**config.mk**
```make
export PLATFORM = sky130hd
export DESIGN_NAME = fast_square_sweep_ctrl_flat
export DESIGN_NICKNAME = d
export VERILOG_FILES = /design/src/rtl/fast_square_sweep_ctrl_if.sv /design/src/rtl/fast_square_sweep_ctrl.sv /design/src/flat_wrapper.sv
export SDC_FILE = /design/constraint.sdc
export NUM_CORES = 1
export LEC_CHECK = 0
export CORE_MARGIN = 1.5
export CORE_UTILIZATION = 56
export DETAILED_ROUTE_END_ITERATION = 7
export GPL_TIMING_DRIVEN = 0
export PLACE_DENSITY = 0.83
export SLEW_MARGIN = 20
export SYNTH_ARGS = -nofsm -noshare
export SYNTH_HDL_FRONTEND = slang
export SYNTH_SLANG_ARGS = --single-unit
```
**constraint.sdc**
```tcl
create_clock -name clock -period 3.93 [get_ports clock]
set_clock_uncertainty 0.05 [all_clocks]
set_input_delay 0.393 -clock clock [delete_from_list [all_inputs] [get_ports clock]]
set_output_delay 0.393 -clock clock [all_outputs]
set_load 0.01 [all_outputs]
```
**src/rtl/fast_square_sweep_ctrl_if.sv**
```systemverilog
`default_nettype none
// ============================================================================
// Module   : fast_square_sweep_ctrl_if
// Brief    : Settings bus in, receiver strobes and sweep status out.
// Revision : 1.0 - initial release
// ============================================================================
interface fast_square_sweep_ctrl_if;
    logic [6:0]  serial_addr;
    logic [31:0] serial_data;
    logic        serial_strobe;
    logic        rx_reset;
    logic        record;
    logic        freq_step;
    logic        busy;
    logic        done;
    logic [15:0] step_index;

    modport master (
        output serial_addr, serial_data, serial_strobe,
        input  rx_reset, record, freq_step, busy, done, step_index
    );

    modport slave (
        input  serial_addr, serial_data, serial_strobe,
        output rx_reset, record, freq_step, busy, done, step_index
    );
endinterface
`default_nettype wire

```
**src/rtl/fast_square_sweep_ctrl.sv**
```systemverilog
`default_nettype none
// ============================================================================
// Module   : fast_square_sweep_ctrl
// Brief    : Sweep sequencer: receiver reset pulse, record windows, freq steps.
// Revision : 1.0 - initial release
// ============================================================================
module fast_square_sweep_ctrl #(
    parameter int         RECORD_TICKS_LOG2 = 14,
    parameter logic [6:0] STEPSADDR         = 7'd3,
    parameter logic [6:0] GAPADDR           = 7'd4,
    parameter logic [6:0] CTRLADDR          = 7'd5
) (
    input  logic                    clock,
    input  logic                    reset,
    fast_square_sweep_ctrl_if.slave ctrl_bus
);

    localparam logic [2:0] c_st_idle = 3'd0;
    localparam logic [2:0] c_st_load = 3'd1;
    localparam logic [2:0] c_st_gap  = 3'd2;
    localparam logic [2:0] c_st_rec  = 3'd3;
    localparam logic [2:0] c_st_step = 3'd4;
    localparam logic [2:0] c_st_done = 3'd5;

    localparam logic [RECORD_TICKS_LOG2-1:0] c_win_last = '1;
    localparam logic [RECORD_TICKS_LOG2-1:0] c_win_one  =
        {{(RECORD_TICKS_LOG2-1){1'b0}}, 1'b1};

    // Reset asserts immediately but releases two clock edges later.
    logic [1:0] r_rst_sync;
    logic       w_rst;

    always_ff @(posedge clock or posedge reset) begin
        if (reset) begin
            r_rst_sync <= 2'b11;
        end else begin
            r_rst_sync <= {r_rst_sync[0], 1'b0};
        end
    end

    assign w_rst = r_rst_sync[1];

    logic        w_wr_steps;
    logic        w_wr_gap;
    logic        w_wr_ctrl;
    logic        w_arm;
    logic        w_abort;
    logic        w_unused_data;

    assign w_wr_steps    = ctrl_bus.serial_strobe && (ctrl_bus.serial_addr == STEPSADDR);
    assign w_wr_gap      = ctrl_bus.serial_strobe && (ctrl_bus.serial_addr == GAPADDR);
    assign w_wr_ctrl     = ctrl_bus.serial_strobe && (ctrl_bus.serial_addr == CTRLADDR);
    assign w_arm         = w_wr_ctrl && ctrl_bus.serial_data[0];
    assign w_abort       = w_wr_ctrl && ctrl_bus.serial_data[1];
    assign w_unused_data = ^ctrl_bus.serial_data[31:16];

    logic [15:0] r_steps;
    logic [15:0] r_gap;
    logic        r_cont;

    always_ff @(posedge clock or posedge w_rst) begin
        if (w_rst) begin
            r_steps <= 16'd0;
            r_gap   <= 16'd0;
            r_cont  <= 1'b0;
        end else begin
            if (w_wr_steps) r_steps <= ctrl_bus.serial_data[15:0];
            if (w_wr_gap)   r_gap   <= ctrl_bus.serial_data[15:0];
            if (w_wr_ctrl)  r_cont  <= ctrl_bus.serial_data[2];
        end
    end

    logic [2:0]                   r_state;
    logic [2:0]                   w_next;
    logic                         w_load;
    logic [15:0]                  r_n_lat;
    logic [15:0]                  r_g_lat;
    logic [15:0]                  r_gap_cnt;
    logic [RECORD_TICKS_LOG2-1:0] r_win_cnt;
    logic [15:0]                  r_step_index;
    logic                         r_rx_reset;
    logic                         r_record;
    logic                         r_freq_step;
    logic                         r_busy;
    logic                         r_done;

    // w_load marks an arm (manual or continuous) that snapshots the settings.
    always_comb begin
        w_next = r_state;
        w_load = 1'b0;
        case (r_state)
            c_st_idle: begin
                if (w_arm) begin
                    w_next = c_st_load;
                    w_load = 1'b1;
                end
            end
            c_st_load: w_next = (r_n_lat == 16'd0) ? c_st_done : c_st_gap;
            c_st_gap:  if (r_gap_cnt == r_g_lat) w_next = c_st_rec;
            c_st_rec:  if (r_win_cnt == c_win_last) w_next = c_st_step;
            c_st_step: w_next = (r_step_index == r_n_lat) ? c_st_done : c_st_gap;
            c_st_done: begin
                if (w_arm || r_cont) begin
                    w_next = c_st_load;
                    w_load = 1'b1;
                end
            end
            default:   w_next = c_st_idle;
        endcase
        if (w_abort) begin
            w_next = c_st_idle;
            w_load = 1'b0;
        end
    end

    // Strobes are decoded from the next state so they are registered outputs.
    always_ff @(posedge clock or posedge w_rst) begin
        if (w_rst) begin
            r_state      <= c_st_idle;
            r_n_lat      <= 16'd0;
            r_g_lat      <= 16'd0;
            r_gap_cnt    <= 16'd0;
            r_win_cnt    <= '0;
            r_step_index <= 16'd0;
            r_rx_reset   <= 1'b0;
            r_record     <= 1'b0;
            r_freq_step  <= 1'b0;
            r_busy       <= 1'b0;
            r_done       <= 1'b0;
        end else begin
            r_state   <= w_next;
            r_gap_cnt <= (r_state == c_st_gap) ? r_gap_cnt + 16'd1 : 16'd0;
            r_win_cnt <= (r_state == c_st_rec) ? r_win_cnt + c_win_one : '0;
            if (w_load) begin
                r_n_lat      <= r_steps;
                r_g_lat      <= r_gap;
                r_step_index <= 16'd0;
                r_done       <= 1'b0;
            end else begin
                if (w_next == c_st_step) r_step_index <= r_step_index + 16'd1;
                if (w_next == c_st_done) r_done <= 1'b1;
            end
            r_rx_reset  <= (w_next == c_st_load);
            r_record    <= (w_next == c_st_rec);
            r_freq_step <= (w_next == c_st_step);
            r_busy      <= (w_next != c_st_idle) && (w_next != c_st_done);
        end
    end

    assign ctrl_bus.rx_reset   = r_rx_reset;
    assign ctrl_bus.record     = r_record;
    assign ctrl_bus.freq_step  = r_freq_step;
    assign ctrl_bus.busy       = r_busy;
    assign ctrl_bus.done       = r_done;
    assign ctrl_bus.step_index = r_step_index;

endmodule
`default_nettype wire

```
**src/flat_wrapper.sv**
```systemverilog
// flat-port wrapper written by rule: the top's interface ports become plain ports
module fast_square_sweep_ctrl_flat 
#(
    parameter int         RECORD_TICKS_LOG2 = 14,
    parameter logic [6:0] STEPSADDR         = 7'd3,
    parameter logic [6:0] GAPADDR           = 7'd4,
    parameter logic [6:0] CTRLADDR          = 7'd5
)
  (clock, reset, ctrl_bus_serial_addr, ctrl_bus_serial_data, ctrl_bus_serial_strobe, ctrl_bus_rx_reset, ctrl_bus_record, ctrl_bus_freq_step, ctrl_bus_busy, ctrl_bus_done, ctrl_bus_step_index);
  fast_square_sweep_ctrl_if ctrl_bus_i ();
  input  logic clock;
  input  logic reset;
  input wire logic [$bits(ctrl_bus_i.serial_addr)-1:0] ctrl_bus_serial_addr;
  input wire logic [$bits(ctrl_bus_i.serial_data)-1:0] ctrl_bus_serial_data;
  input wire logic [$bits(ctrl_bus_i.serial_strobe)-1:0] ctrl_bus_serial_strobe;
  output wire logic [$bits(ctrl_bus_i.rx_reset)-1:0] ctrl_bus_rx_reset;
  output wire logic [$bits(ctrl_bus_i.record)-1:0] ctrl_bus_record;
  output wire logic [$bits(ctrl_bus_i.freq_step)-1:0] ctrl_bus_freq_step;
  output wire logic [$bits(ctrl_bus_i.busy)-1:0] ctrl_bus_busy;
  output wire logic [$bits(ctrl_bus_i.done)-1:0] ctrl_bus_done;
  output wire logic [$bits(ctrl_bus_i.step_index)-1:0] ctrl_bus_step_index;
  assign ctrl_bus_i.serial_addr = ctrl_bus_serial_addr;
  assign ctrl_bus_i.serial_data = ctrl_bus_serial_data;
  assign ctrl_bus_i.serial_strobe = ctrl_bus_serial_strobe;
  assign ctrl_bus_rx_reset = ctrl_bus_i.rx_reset;
  assign ctrl_bus_record = ctrl_bus_i.record;
  assign ctrl_bus_freq_step = ctrl_bus_i.freq_step;
  assign ctrl_bus_busy = ctrl_bus_i.busy;
  assign ctrl_bus_done = ctrl_bus_i.done;
  assign ctrl_bus_step_index = ctrl_bus_i.step_index;
  fast_square_sweep_ctrl #(.RECORD_TICKS_LOG2(RECORD_TICKS_LOG2), .STEPSADDR(STEPSADDR), .GAPADDR(GAPADDR), .CTRLADDR(CTRLADDR)) u_core (.clock(clock), .reset(reset), .ctrl_bus(ctrl_bus_i));
endmodule
```
==> flow_summary_export.csv <==
group,metric,value,unit
outcome,status,"finished clean",
sta,fin_crit,2.82,ns
cts,h-tree-depth,4,
sta,setup_ws,1.11,ns
critical_path,crit_slowest_cell,"nor4bb_1",
cts,root_buffer,"clkbuf_8",
logic_synthesis,synth_warnings,0,
route,drc,0,
global_routing,grt_antenna_before_repair,0,
die,rows,36,
finish,drive_above_1_share,13.3,%
job,maxCapViolCount,0,
logic_synthesis,ys.flop_type,"dfrtp_1",
logic_synthesis,yosysTopAreaCell,"dfrtp_1",
route,viasPerCell,5.64,
critical_path,startpoint_type,"input pin",
placed_design,io_buffers,46,
placed_design,pre_cts_ws,0.609,ns
logic_synthesis,syn_area,0.00555,mm²
global_routing,grt_max_degree,71,
sta,maxSlewHeadroom,24.2,%
sta,rsz0062_at_grt,"no",
finish,diodes,0,
global_routing,grt_pass1_wl,20.5,mm
route,routed_wl,12.5,mm
finish,finalNetCount,639,
sta,tightest_slew,1.13,ns
logic_synthesis,netlist_instances,528,
logic_synthesis,syn_nets,573,
logic_synthesis,syn_area_per_cell,10.5,µm²
logic_synthesis,yosysTopAreaCellShare,53.6,%
power_and_ir_drop,p_per_area,532,mW/mm²
cts,cts_max_path_buffers,2,
critical_path,worst-setup-path-type,"in -> reg",
logic_synthesis,synthTopCellsByArea,"dfrtp_1 54%, nand2_1 8.0%, mux2_2 6.7%",
cts,clk_pin_slew,0.05,ns
finish,syn_to_final_growth,22.5,%
sta,final.period_utilization,71.8,%
cts,clkSinkCount,121,
critical_path,critPathMostFrequentCell,"nand2_1",
sta,maxSlewViolCount,0,
cts,hold_buffers,0,
finish,multiInputGateArea,0.00240,mm²
critical_path,crit_chain,"clkdlybuf4s50_1 > nor4bb_1 > and2_0 > nand3_1 > a221o_1 > clkbuf_1 > inv_2 > buf_2 > nand2_1 > nand2_1",
logic_synthesis,ys_seq_area_share,54.6,%
route,vias,4174,
logic_synthesis,synth-edff-count,0,
cts,cts_tree,"done",
die,die-width,103,µm
global_routing,grt_pass1_vias,4242,
global_routing,grtUsageTotal,26.0,%
sta,fmax,0.355,GHz
die,die_y,103,µm
critical_path,cpPeakStageDelay,0.53,ns
power_and_ir_drop,leakagePower,3.22,nW
cts,cts_buffers,17,
cts,cts-resized-gates,0,
global_routing,overflow,0,
finish,final_cells,740,
logic_synthesis,yosys.cell_types.count,51,
die,dieArea,0.0105,mm²
route,drt_iter0_drc,231,
logic_synthesis,synthTopCellsByCount,"119 x dfrtp_1, 118 x nand2_1, 40 x nor2_1",
sta,finalSetupViolCount,0,
placed_design,gp_congestion,0.912,
power_and_ir_drop,power,3.61,mW
finish,nFillCells,693,
logic_synthesis,synth-seq-cells,121,
sta,fin_hold_ws,0.135,ns
critical_path,cp_data_required_time,4.34,ns
die,ios,63,
critical_path,end_kind,"register",
logic_synthesis,async_flop_share,100,%
route,wl_per_cell,16.9,µm
min_path,hp-class,"in -> async",
finish,final-seq-area,0.00303,mm²
placed_design,post-dp-hpwl,8.58,mm
route,dr.pass1.iters,4,
critical_path,worstPathArrival,3.23,ns
die,coreArea,0.00968,mm²
placed_design,placedCellCount,708,
critical_path,crit_fanout,10,
logic_synthesis,yosysMostFrequentCell,"dfrtp_1",
cts,post_cts_buffers,0,
route,antenna_left,0,
die,start_util,57.3,%
sta,finalHoldViolations,0,
cts,worstSkewPairLatency,0.52,ns
power_and_ir_drop,peakVddDrop,0.374,mV
## worst max-delay path: cells and delay by family
family	cells	cell delay (ns)
buffers and inverters	4	1.36
AND/OR/NAND/NOR	5	1.16
AO/OA/AOI/OAI	1	0.30
## power breakdown
part	switching [mW]	internal, mW	total [mW]
sequential	0.0995	1.35	1.45
combinational	0.335	0.289	0.624
clock	0.526	1.01	1.54
total	0.960	2.65	3.61
## final cells by class
cell class	instances	area share, %
inverters	6	0.405
flip-flops and latches	121	44.6
clock buffers	24	6.92
clock inverters	8	1.73
well taps	133	2.45
plain buffers	19	1.40
repair buffers	47	7.18
multi-input cells	382	35.4
## kinds of logic after synthesis
family | count (synthesis) | synth area share, %
multiplexers | 35 | 7.05
AND/OR/NAND/NOR | 248 | 21.4
buffers and inverters | 25 | 2.12
flip-flops | 121 | 54.6
AO/OA/AOI/OAI | 30 | 3.81
adder cells (fa/ha/maj) | 3 | 0.676
other | 1 | 0.0675
XOR/XNOR | 65 | 10.3
## through the flow
step                utilization [%]  TNS, ns  area, µm²
floorplan                         -        0       5550
global placement               63.8   -78.11       6180
detailed placement             64.1        0       6210
CTS                            70.2        0       6800
global route                   70.2        0       6800
finish                         70.2        0       6800
## routing by layer
metal / share of wire [%] / up-vias / global-route usage, %
li1: - / 1936 / -
met1: 44 / 2116 / 33.3
met2: 51 / 103 / 42.5
met3: 4.1 / 19 / 5.63
met4: 1.6 / 0 / 12.5
met5: 0 / - / 0
## cells in the final DEF (no fill, tap or decap), types with 5 or more instances in the layout
| cell | netlist | final |
|---|---|---|
| nor2_1 | 40 | 40 |
| and3_1 | 9 | 9 |
| buf_2 | 7 | 7 |
| xor2_1 | 31 | 31 |
| o21ai_0 | 5 | 5 |
| clkbuf_16 | 0 | 16 |
| clkdlybuf4s50_1 | 0 | 46 |
| dfrtp_1 | 119 | 119 |
| nand2_1 | 118 | 118 |
| mux2_2 | 33 | 33 |
| clkbuf_1 | 9 | 13 |
| a21oi_1 | 8 | 8 |
| xnor2_1 | 34 | 34 |
| nor3_1 | 7 | 7 |
| nand4_1 | 17 | 17 |
| nor4_1 | 9 | 9 |
| nand3_1 | 14 | 14 |
## sequential cells by signal (all words and copies together) (netlist names)
signal                      cells
u_core.r_gap_cnt               16
u_core.r_cont                   1
u_core.r_g_lat                 16
u_core.ctrl_bus.rx_reset        1
u_core.r_n_lat                 16
u_core.r_state                  3
u_core.r_steps                 16
u_core.ctrl_bus.done            1
u_core.ctrl_bus.freq_step       1
u_core.ctrl_bus.step_index     16
u_core.ctrl_bus.busy            1
u_core.ctrl_bus.record          1
u_core.r_rst_sync               2
u_core.r_gap                   16
u_core.r_win_cnt               14
## path summary, 6_finish.rpt
path	from	to	slack [ns]	cells after the start
worst min register to register	u_core.r_rst_sync[1]	u_core.ctrl_bus.step_index[6]	0.30	1
worst min-delay path	reset	u_core.r_rst_sync[1]	0.14	2
worst max-delay path	ctrl_bus_serial_addr[0]	u_core.r_n_lat[4]	1.11	10
max in group asynchronous	u_core.r_rst_sync[1]	u_core.r_win_cnt[9]	2.84	2
worst max register to register	u_core.r_win_cnt[0]	u_core.ctrl_bus.step_index[13]	1.14	8
min in group clock	u_core.r_rst_sync[0]	u_core.r_rst_sync[1]	0.31	0
(Power assumes the default switching activity.)
